### config.mk
export PLATFORM = sky130hd
export DESIGN_NAME = bus_master_if
export DESIGN_NICKNAME = d
export VERILOG_FILES = /design/src/rtl/bus_master_if.sv
export SDC_FILE = /design/constraint.sdc
export NUM_CORES = 1
export LEC_CHECK = 0
export BUFFER_PORTS_ARGS = -buffer_cell sky130_fd_sc_hd__buf_4
export CORE_MARGIN = 2
export CORE_UTILIZATION = 37
export DETAILED_ROUTE_END_ITERATION = 6
export PLACE_DENSITY_LB_ADDON = 0.12
export SLEW_MARGIN = 0
export SYNTH_ARGS = -nofsm -noshare
export SYNTH_HDL_FRONTEND = slang
export SYNTH_SLANG_ARGS = --single-unit
### constraint.sdc
create_clock -name clk -period 1.75 [get_ports clk]
set_input_delay 0 -clock clk [delete_from_list [all_inputs] [get_ports clk]]
set_output_delay 0 -clock clk [all_outputs]
set_load 0.005 [all_outputs]
### src/rtl/bus_master_if.sv
// rtl/bus_master_if.sv - single-word bus requester: arbitrate, one-cycle address strobe, wait for ready or time out
// Every output is a flop loaded from the next-state decode, so the bus sees clean edges.
module bus_master_if #(
   parameter int ADDR_W  = 30,
   parameter int DATA_W  = 32,
   parameter int TIMEOUT = 255
) (
   input  logic              clk,
   input  logic              reset,
   input  logic              core_req,
   input  logic              core_rw,
   input  logic [ADDR_W-1:0] core_addr,
   input  logic [DATA_W-1:0] core_wr_data,
   output logic [DATA_W-1:0] core_rd_data,
   output logic              core_busy,
   output logic              core_done,
   output logic              core_err,
   output logic              req_,
   input  logic              grnt_,
   output logic [ADDR_W-1:0] bus_addr,
   output logic              bus_as_,
   output logic              bus_rw,
   output logic [DATA_W-1:0] bus_wr_data,
   input  logic [DATA_W-1:0] bus_rd_data,
   input  logic              rdy_
);

   localparam int CNT_W = $clog2(TIMEOUT + 1);

   typedef enum logic [1:0] {S_IDLE, S_REQ, S_ADDR, S_WAIT} state_t;

   state_t              state, state_nxt;
   logic                lat_rw, lat_rw_nxt;
   logic [ADDR_W-1:0]   lat_addr, lat_addr_nxt;
   logic [DATA_W-1:0]   lat_wdata, lat_wdata_nxt;
   logic [CNT_W-1:0]    cnt, cnt_nxt, cnt_inc;
   logic [DATA_W-1:0]   rd_nxt;
   logic                done_nxt, err_nxt;
   logic                busy_nxt, as_nxt, rw_nxt;
   logic [ADDR_W-1:0]   addr_nxt;
   logic [DATA_W-1:0]   wdata_nxt;

   assign cnt_inc = cnt + CNT_W'(1);

   always_comb begin
      state_nxt     = state;
      lat_rw_nxt    = lat_rw;
      lat_addr_nxt  = lat_addr;
      lat_wdata_nxt = lat_wdata;
      cnt_nxt       = cnt;
      rd_nxt        = core_rd_data;
      done_nxt      = 1'b0;
      err_nxt       = 1'b0;

      case (state)
         S_IDLE: begin
            if (core_req) begin
               lat_rw_nxt    = core_rw;
               lat_addr_nxt  = core_addr;
               lat_wdata_nxt = core_wr_data;
               state_nxt     = S_REQ;
            end
         end
         S_REQ: begin
            if (!grnt_) state_nxt = S_ADDR;
         end
         S_ADDR: begin
            cnt_nxt   = '0;
            state_nxt = S_WAIT;
         end
         S_WAIT: begin
            cnt_nxt = cnt_inc;
            if (!rdy_) begin
               if (lat_rw) rd_nxt = bus_rd_data;
               done_nxt  = 1'b1;
               state_nxt = S_IDLE;
            end else if (cnt_inc == CNT_W'(TIMEOUT)) begin
               // exactly TIMEOUT waiting cycles without ready have elapsed
               err_nxt   = 1'b1;
               state_nxt = S_IDLE;
            end
         end
         default: state_nxt = S_IDLE;
      endcase

      busy_nxt  = (state_nxt != S_IDLE);
      as_nxt    = (state_nxt != S_ADDR);
      addr_nxt  = (state_nxt == S_ADDR) ? lat_addr_nxt  : '0;
      rw_nxt    = (state_nxt == S_ADDR) ? lat_rw_nxt    : 1'b1;
      wdata_nxt = (state_nxt == S_ADDR) ? lat_wdata_nxt : '0;
   end

   always_ff @(posedge clk) begin
      if (reset) begin
         state        <= S_IDLE;
         lat_rw       <= 1'b1;
         lat_addr     <= '0;
         lat_wdata    <= '0;
         cnt          <= '0;
         core_rd_data <= '0;
         core_busy    <= 1'b0;
         core_done    <= 1'b0;
         core_err     <= 1'b0;
         req_         <= 1'b1;
         bus_as_      <= 1'b1;
         bus_rw       <= 1'b1;
         bus_addr     <= '0;
         bus_wr_data  <= '0;
      end else begin
         state        <= state_nxt;
         lat_rw       <= lat_rw_nxt;
         lat_addr     <= lat_addr_nxt;
         lat_wdata    <= lat_wdata_nxt;
         cnt          <= cnt_nxt;
         core_rd_data <= rd_nxt;
         core_busy    <= busy_nxt;
         core_done    <= done_nxt;
         core_err     <= err_nxt;
         // ownership is held for the whole transaction, so req_ simply tracks busy
         req_         <= !busy_nxt;
         bus_as_      <= as_nxt;
         bus_rw       <= rw_nxt;
         bus_addr     <= addr_nxt;
         bus_wr_data  <= wdata_nxt;
      end
   end

endmodule

==> summary.txt, run 1 <==
Die
  – I/O pin count: 200
  – Std-Cell Rows: 44
  – Initial core utilization: 38.17%
  – Core area: 14640 µm²
  – Die X: 126.9 µm
  – Die area: 16100 µm²
  – Die height: 126.9 µm

Layout
  – Area growth from synthesis to layout: 60.22%
  – Share of cells above drive strength 1: 28.67%
  – Layout Utilization: 61.15%
  – Final instance area: 8955 µm²
  – Inserted Diodes: 0
  – # fillers: 1204
  – Final #Nets: 975

Pwr
  – PwrDens: 1017 nW/µm²
  – Peak VDD IR: 0.6680 mV
  – Pleak: 3.890 nW

Yosys
  – Sequential area share after synthesis: 61.97%
  – Syn Inst Count: 573
  – Synth unique cells: 35
  – Syn_nets: 675
  – Ys Warns: 0
  – Synthesized area per cell: 9.754 µm²
  – Netlist Area Pre-Place: 5589 µm²
  – FF+latch count, synth: 173
  – Leading cell types by count after synthesis: dfxtp_1, nor2_1, nand2_1, mux2i_1, a21oi_1
  – Yosys top cell area share: 61.97%
  – Ys async rst share: 0%
  – Count leader, synth: dfxtp_1
  – Top_reg_cell synth: dfxtp_1
  – Ranking of synthesized cells by area: dfxtp_1, mux2i_1, nor2_1
  – Number of synthesized flops with an enable pin: 0
  – Area leader, netlist: dfxtp_1

Route
  – Drt drc: 0
  – Vias/cell: 4.526
  – Wire length per cell: 13.34 µm
  – Total iterations of the first detailed-routing run: 4
  – Detailed Route WL: 14280 µm
  – DR vias: 4843
  – ANT nets after route: 0
  – Initial drt markers: 193

Worst setup path
  – CP Capture Type: register
  – Crit Path Class: register to register
  – Max FO, Critical Path: 5
  – WP data required: 2.04 ns
  – Critical path startpoint category: register
  – Arrival @ worst endpoint: 1.88 ns
  – Crit-path max cell delay: 0.35 ns
  – CP Cell Sequence: ha_1 -> nand3_2 -> or3_1 -> a21boi_1 -> and4_4 -> a31oi_1
  – Slowest CP cell: or3_1

Timing
  – Final min period: 1.593 ns
  – Setup TNS: 0 ns
  – Final setup violating endpoints: 0
  – Final Skew: 0.008434 ns
  – Final period utilization: 91.05%
  – Final hold viol count: 0
  – Max_slew headroom: 72.74%
  – WHS: 0.04012 ns
  – Slew Limit Fails: 0
  – RSZ-0062 raised after global routing: no
  – Worst slew pin tran: 0.4089 ns
  – FMAX: 627.6 MHz
  – Final worst setup slack: 0.1567 ns

Clocking
  – CTS max path bufs: 2
  – Reg clk slew, reported paths: 0.06 ns
  – CTS sink count: 173
  – CTS root buf: clkbuf_16
  – PostCTS Resize Cnt: 0
  – Worst skew pair latency: 0.41 ns
  – H-tree depth: 4
  – CTS tree: yes
  – CTS buffer count: 17

Global routing
  – GRT Total Usage: 17.63%
  – Largest net degree at the start of global routing: 72
  – Grt ovf: 0
  – Initial antenna violation count: 0
  – Vias in the first global route: 4798
  – First-pass GRT wire length: 22850 µm

Place
  – Placed cell area: 7387 µm²
  – Dpl ws: 0.1487 ns
  – Routability cong.: 0.8847
  – PortBufs: 199
  – Hpwl dp: 9176 µm

Worst hold path
  – Worst min path class: input port to register

Flow run
  – Max-cap viol count: 0

Outcome
  – Status: complete, no violations
## routing by layer
layer	share of wire, %	track usage, %	wire (µm)	up-vias
met1	44	20.90	6273	2215
met2	48	29.73	6826	149
met5	0	0	0	-
li1	-	-	-	2460
met4	1.4	6.076	203	0
met3	6.8	6.242	974	19
## power by group
part | total (W) | switching, W | internal, W
logic | 0.00118 | 0.000526 | 0.000652
clock network | 0.00372 | 0.00147 | 0.00226
registers | 0.00420 | 0.0000662 | 0.00414
## final cells by class
type	count	area, µm²	area share [%]
clock buffers	23	488.0	5.449
multi-input cells	363	1971	22.01
inverters	3	11.26	0.1258
well taps	184	230.2	2.571
repair buffers	315	2683	29.96
clock inverters	9	108.9	1.216
flip-flops and latches	173	3463	38.68
## cell families after synthesis
| kind of cell | share of synthesized area, % |
|---|---|
| DFF | 61.97 |
| muxes | 11.46 |
| and+or+nand+nor | 17.28 |
| xor gates and xnor gates | 0.3135 |
| AOI/OAI and AO/OA | 5.530 |
| adders and majority gates | 0.4477 |
| buffers and inverters | 3.000 |
## path summary, 6_finish.rpt
kind,startpoint,end,slack (ns),cells after the start
hold / removal,reset,bus_rw,0.04,3
setup reg to reg,cnt[1],core_busy,0.16,6
hold reg to reg,core_rd_data[3],core_rd_data[3],0.45,2
setup / recovery,cnt[1],core_busy,0.16,6
## placed cells by master, fill, tap and decap left out, types with 2 or more instances in the layout
cell type,instances
clkbuf_1,2
nor2_1,136
ha_1,2
nor3_1,4
clkinv_4,2
clkbuf_16,17
nand2b_1,5
nor4_1,2
xor2_1,2
clkbuf_8,4
nand2_1,77
clkinv_2,3
buf_12,6
dfxtp_1,173
o21ai_0,6
bufinv_16,2
nand3_1,3
a21oi_1,42
buf_4,212
inv_1,2
mux2i_1,64
dlygate4sd3_1,97
## state kept, by name, summed over array words and instances, names as in the netlist
signal,cells
core_done,1
core_err,1
lat_addr,30
state,2
lat_rw,1
core_rd_data,32
bus_wr_data,32
bus_addr,30
lat_wdata,32
cnt,8
core_busy,1
bus_as_,1
bus_rw,1
req_,1
## worst max-delay path, delay by kind of cell (launching register included)
kind                     cells  cell delay (ns)
AO/OA/AOI/OAI                2             0.24
adder cells (fa/ha/maj)      1             0.19
flip-flops                   1             0.34
AND/OR/NAND/NOR              3             0.71
## timing repair
item / CTS / global route
hold buffers: 97 / 0
setup buffers: 0 / 0
endpoints found under the hold margin: 164 / 0
## through the flow
stage               total power (W)  instances
global route               0.009503       1070
floorplan                  0.004843        573
global placement           0.005267        941
detailed placement         0.005292        941
CTS                        0.009207       1070
finish                     0.009106       1070
(Power assumes the default switching activity.)
==> inputs of run 2 (changes only) <==
--- a/config.mk
+++ b/config.mk
@@ -10,6 +10,8 @@
 export CORE_UTILIZATION = 37
 export DETAILED_ROUTE_END_ITERATION = 6
 export PLACE_DENSITY_LB_ADDON = 0.12
+export RECOVER_POWER = 50
+export SKIP_CTS_REPAIR_TIMING = 1
 export SLEW_MARGIN = 0
 export SYNTH_ARGS = -nofsm -noshare
 export SYNTH_HDL_FRONTEND = slang
==> summary.txt, run 2 (synthesis gave the netlist of run 1 again) <==
Worst setup path
  – Crit Path Class: register to register
  – Max FO, Critical Path: 6
  – R2R setup slack: 0.14 ns
  – Critical path startpoint category: register
  – Buffer and inverter count on the worst path: 1
  – Slowest CP cell: dfxtp_1
  – FF-to-FF Start: cnt[0]
  – Crit path depth: 6
  – Endpoint of the worst setup timing path: core_busy
  – Worst reg2reg endpoint: core_busy
  – CP Capture Type: register
  – WP data required: 2.04 ns
  – Crit-path max cell delay: 0.31 ns
  – Setup crit start: cnt[0]
  – Delay-heaviest family, CP: compound AO/OA/AOI/OAI gates
  – Arrival @ worst endpoint: 1.90 ns
  – CP Cell Sequence: ha_1 -> clkbuf_1 -> o31a_1 -> o22ai_1 -> and4_4 -> a31oi_1
  – R2R depth: 6

Timing
  – Final min period: 1.612 ns
  – RSZ-0062 raised after global routing: no
  – Max_slew headroom: 72.36%
  – Final Skew: 0.008270 ns
  – Worst slew pin tran: 0.4147 ns
  – Slew Limit Fails: 0
  – FMAX: 620.5 MHz
  – Setup TNS: 0 ns
  – Final setup violating endpoints: 0
  – Final hold viol count: 0
  – Final period utilization: 92.09%
  – WHS: 0.03926 ns

Global routing
  – Vias in the first global route: 4264
  – Grt ovf: 0
  – Initial antenna violation count: 0
  – Largest net degree at the start of global routing: 72
  – GRT Total Usage: 16.36%
  – First-pass GRT wire length: 21090 µm

Clocking
  – CTS tree: yes
  – Reg clk slew, reported paths: 0.06 ns
  – CTS buffer count: 17
  – CTS root buf: clkbuf_16
  – CTS max path bufs: 2
  – CTS sink count: 173
  – H-tree depth: 4
  – Worst skew pair latency: 0.41 ns

Route
  – Vias/cell: 4.553
  – Initial drt markers: 198
  – Drt drc: 0
  – ANT nets after route: 0
  – Detailed Route WL: 14120 µm
  – Wire length per cell: 13.19 µm
  – Total iterations of the first detailed-routing run: 4
  – DR vias: 4872

Worst hold path
  – Hold path start: reset
  – Worst min path class: input port to register

Place
  – Routability cong.: 0.8847
  – Hpwl dp: 9176 µm
  – PortBufs: 199

Pwr
  – Pleak: 3.758 nW
  – Peak VDD IR: 0.6728 mV
  – PwrDens: 1024 nW/µm²

Layout
  – Commonest cells after routing, fill and taps aside: dfxtp_1, nor2_1, buf_4
  – Top Registers: bus_wr_data (32), core_rd_data (32), lat_wdata (32)
  – Final #Nets: 975
  – # fillers: 1228
  – Commonest non-fill, non-tap cell in the layout: dfxtp_1
  – Area growth from synthesis to layout: 58.63%
  – Inserted Diodes: 0
  – Share of cells above drive strength 1: 26.19%

Die
  – Core area: 14640 µm²
  – Die X: 126.9 µm
  – I/O pin count: 200
  – Std-Cell Rows: 44
  – Initial core utilization: 38.17%
  – Die height: 126.9 µm
  – Die area: 16100 µm²

Outcome
  – Status: complete, no violations

Flow run
  – Max-cap viol count: 0
-- run 2: cell types whose count changed in the layout (fill, tap and decap cells not counted), sizes merged --
cell | before | now
clkbuf | 23 | 127
buf | 218 | 114
-- run 2: how the worst min path moves through the flow --
stage / endpoint / slack [ns] / depth (start not counted)
detailed placement: core_done / 0.25 / 2
floorplan: core_done / 0.08 / 1
global route: bus_rw / 0.05 / 3
CTS: core_done / -0.19 / 2
finish: bus_rw / 0.04 / 3
global placement: core_rd_data[14] / 0.25 / 3
-- run 2: final cells by class --
cell class	count	area [µm²]	area share [%]
clock buffer	23	488.0	5.504
tap	184	230.2	2.597
inverter	3	11.26	0.1270
clock inverter	9	108.9	1.228
multi-input combinational	363	1959	22.10
sequential	173	3463	39.06
timing repair buffer	315	2605	29.38
-- run 2: per-stage QoR --
step                      utilization (%)  total power [W]  cell area, µm²  worst slack [ns]  std cells
after floorplan                         -         0.004843            5589           0.02017        573
final                               60.54         0.009081            8866            0.1384       1070
after CTS                           54.52         0.009031            7984            0.1473        973
after detailed placement            50.44         0.005292            7387            0.1487        941
after global routing                60.54         0.009478            8866           0.02783       1070
after global placement              50.44         0.005267            7387            0.1845        941
-- run 2: worst reg2reg max path, delay by kind of cell (launching register included) --
kind | cells | cell delay [ns]
buffers and inverters | 1 | 0.16
adders and majority gates | 1 | 0.22
DFF | 1 | 0.31
and+or+nand+nor | 1 | 0.27
AOI/OAI and AO/OA | 3 | 0.53
-- run 2: power breakdown --
| group | switching (W) | total, W | leakage (nW) | internal, W |
|---|---|---|---|---|
| Sequential | 0.0000632 | 0.00420 | 1.41 | 0.00414 |
| Clock | 0.00147 | 0.00373 | 0.294 | 0.00226 |
| Combinational | 0.000524 | 0.00115 | 2.06 | 0.000631 |
-- run 2: routing by layer --
layer | vias to the layer above | GRT usage (%) | wire, µm
met5 | - | 0 | 0
met4 | 0 | 4.654 | 157
met3 | 14 | 6.875 | 902
met2 | 148 | 26.57 | 6743
met1 | 2249 | 19.97 | 6315
li1 | 2461 | - | -
==> inputs of run 3 (changes only) <==
--- a/config.mk
+++ b/config.mk
@@ -5,6 +5,7 @@
 export SDC_FILE = /design/constraint.sdc
 export NUM_CORES = 1
 export LEC_CHECK = 0
+export ABC_AREA = 1
 export BUFFER_PORTS_ARGS = -buffer_cell sky130_fd_sc_hd__buf_4
 export CORE_MARGIN = 2
 export CORE_UTILIZATION = 37
==> summary.txt, run 3 <==
Die
  – Std-Cell Rows: 44
  – Initial core utilization: 38.12%
  – Core area: 14640 µm²
  – Die height: 126.8 µm
  – I/O pin count: 200
  – Die X: 126.8 µm
  – Die area: 16090 µm²

Timing
  – Setup TNS: 0 ns
  – RSZ-0062 raised after global routing: no
  – FMAX: 629.8 MHz
  – Max_slew headroom: 72.36%
  – Worst slew pin tran: 0.4145 ns
  – Final setup violating endpoints: 0
  – Final period utilization: 90.74%
  – Slew Limit Fails: 0
  – WHS: 0.3473 ns
  – Final hold viol count: 0
  – Final Skew: 0.005777 ns
  – Final min period: 1.588 ns

Route
  – Total iterations of the first detailed-routing run: 5
  – Vias/cell: 4.539
  – Drt drc: 0
  – Wire length per cell: 13.52 µm
  – Detailed Route WL: 14600 µm
  – DR vias: 4902
  – ANT nets after route: 0
  – Initial drt markers: 204

Yosys
  – Number of synthesized flops with an enable pin: 0
  – Count leader, synth: nor2_1
  – Ys Warns: 0
  – Synth unique cells: 22
  – Synthesized area per cell: 9.543 µm²
  – FF+latch count, synth: 173
  – Leading cell types by count after synthesis: nor2_1, dfxtp_1, mux2i_1, o21ai_0, nand2_1
  – Syn Inst Count: 585
  – Area leader, netlist: dfxtp_1
  – Yosys top cell area share: 62.03%
  – Top_reg_cell synth: dfxtp_1
  – Syn_nets: 687
  – Ranking of synthesized cells by area: dfxtp_1, nor2_1, mux2i_1
  – Sequential area share after synthesis: 62.03%
  – Ys async rst share: 0%
  – Netlist Area Pre-Place: 5583 µm²

Worst setup path
  – CP Capture Type: register
  – Setup crit start: state[1]
  – R2R depth: 5
  – WP data required: 2.05 ns
  – Arrival @ worst endpoint: 1.89 ns
  – FF-to-FF Start: state[1]
  – Crit Path Class: register to register
  – Critical path startpoint category: register
  – Max FO, Critical Path: 14

Layout
  – Multi-input gate area: 1912 µm²
  – Final #Nets: 985
  – Share of cells above drive strength 1: 26.34%
  – Final instance area: 8811 µm²
  – Commonest cells after routing, fill and taps aside: nor2_1, dfxtp_1, buf_4
  – # fillers: 1244
  – Top Registers: bus_wr_data (32), core_rd_data (32), lat_wdata (32)
  – Inserted Diodes: 0
  – Sequential cell area: 3465 µm²
  – Commonest non-fill, non-tap cell in the layout: nor2_1
  – Final Non-Filler Cells: 1080
  – Area growth from synthesis to layout: 57.82%

Place
  – Placed cell area: 7292 µm²
  – Dpl cells: 948
  – PortBufs: 199
  – Routability cong.: 0.8271
  – Hpwl dp: 9244 µm

Pwr
  – PwrDens: 1168 nW/µm²
  – Peak VDD IR: 0.9844 mV
  – Power Total: 0.01029 W
  – Pleak: 4.118 nW

Outcome
  – Status: complete, no violations

Global routing
  – Largest net degree at the start of global routing: 56
  – GRT Total Usage: 17.05%
  – Vias in the first global route: 4483
  – Grt ovf: 0
  – First-pass GRT wire length: 21750 µm
  – Initial antenna violation count: 0

Worst hold path
  – Worst min path class: input port to register
  – Cell count of the worst hold path: 4
  – Hold path start: bus_rd_data[7]

Clocking
  – CTS max path bufs: 2
  – CTS tree: yes
  – Reg clk slew, reported paths: 0.06 ns
  – CTS buffer count: 17
  – CTS sink count: 173
  – Worst skew pair latency: 0.42 ns
  – H-tree depth: 4
  – CTS root buf: clkbuf_16

Flow run
  – Max-cap viol count: 0
## run 3: cell type report
cell class                      count  area share (%)
Clock buffer                       19           5.141
Clock inverter                     13           1.846
Inverter                           16          0.6816
Multi-Input combinational cell    366           21.70
Sequential cell                   173           39.32
Tap cell                          184           2.613
Timing Repair Buffer              309           28.70
## run 3: worst paths after layout
kind,endpoint,slack (ns)
hold / removal,core_rd_data[7],0.35
hold reg to reg,bus_wr_data[29],0.49
setup reg to reg,bus_addr[20],0.16
setup / recovery,bus_addr[20],0.16
## run 3: cell families after synthesis
| group | after synthesis | share of synthesized area (%) |
|---|---|---|
| compound gates | 45 | 4.258 |
| fa+ha+maj | 2 | 0.4482 |
| mux | 62 | 11.12 |
| flops | 173 | 62.03 |
| simple gates | 257 | 18.42 |
| buf+inv | 46 | 3.720 |
## run 3: power by group
part	switching, W	internal, W
registers	0.000140	0.00434
clock network	0.00157	0.00233
logic	0.000956	0.000948
## run 3: critical path, cell delays in order (launching register included)
cell and delay, ns:
dfxtp_1 0.42, nor2_1 0.12, nand2_1 0.21, clkbuf_4 0.36
mux2i_1 0.29, nor2_1 0.06
## run 3: through the flow
stage	setup WS [ns]	utilization, %
floorplan	0.3301	-
global placement	0.2205	49.79
detailed placement	0.1746	49.79
CTS	0.1538	54.00
global route	0.009323	60.17
finish	0.1621	60.17
## run 3: per-layer routing
metal	wire length (µm)	global-route usage, %
met3	810	6.537
met5	0	0
met1	6361	20.38
met2	7201	28.15
met4	227	5.947
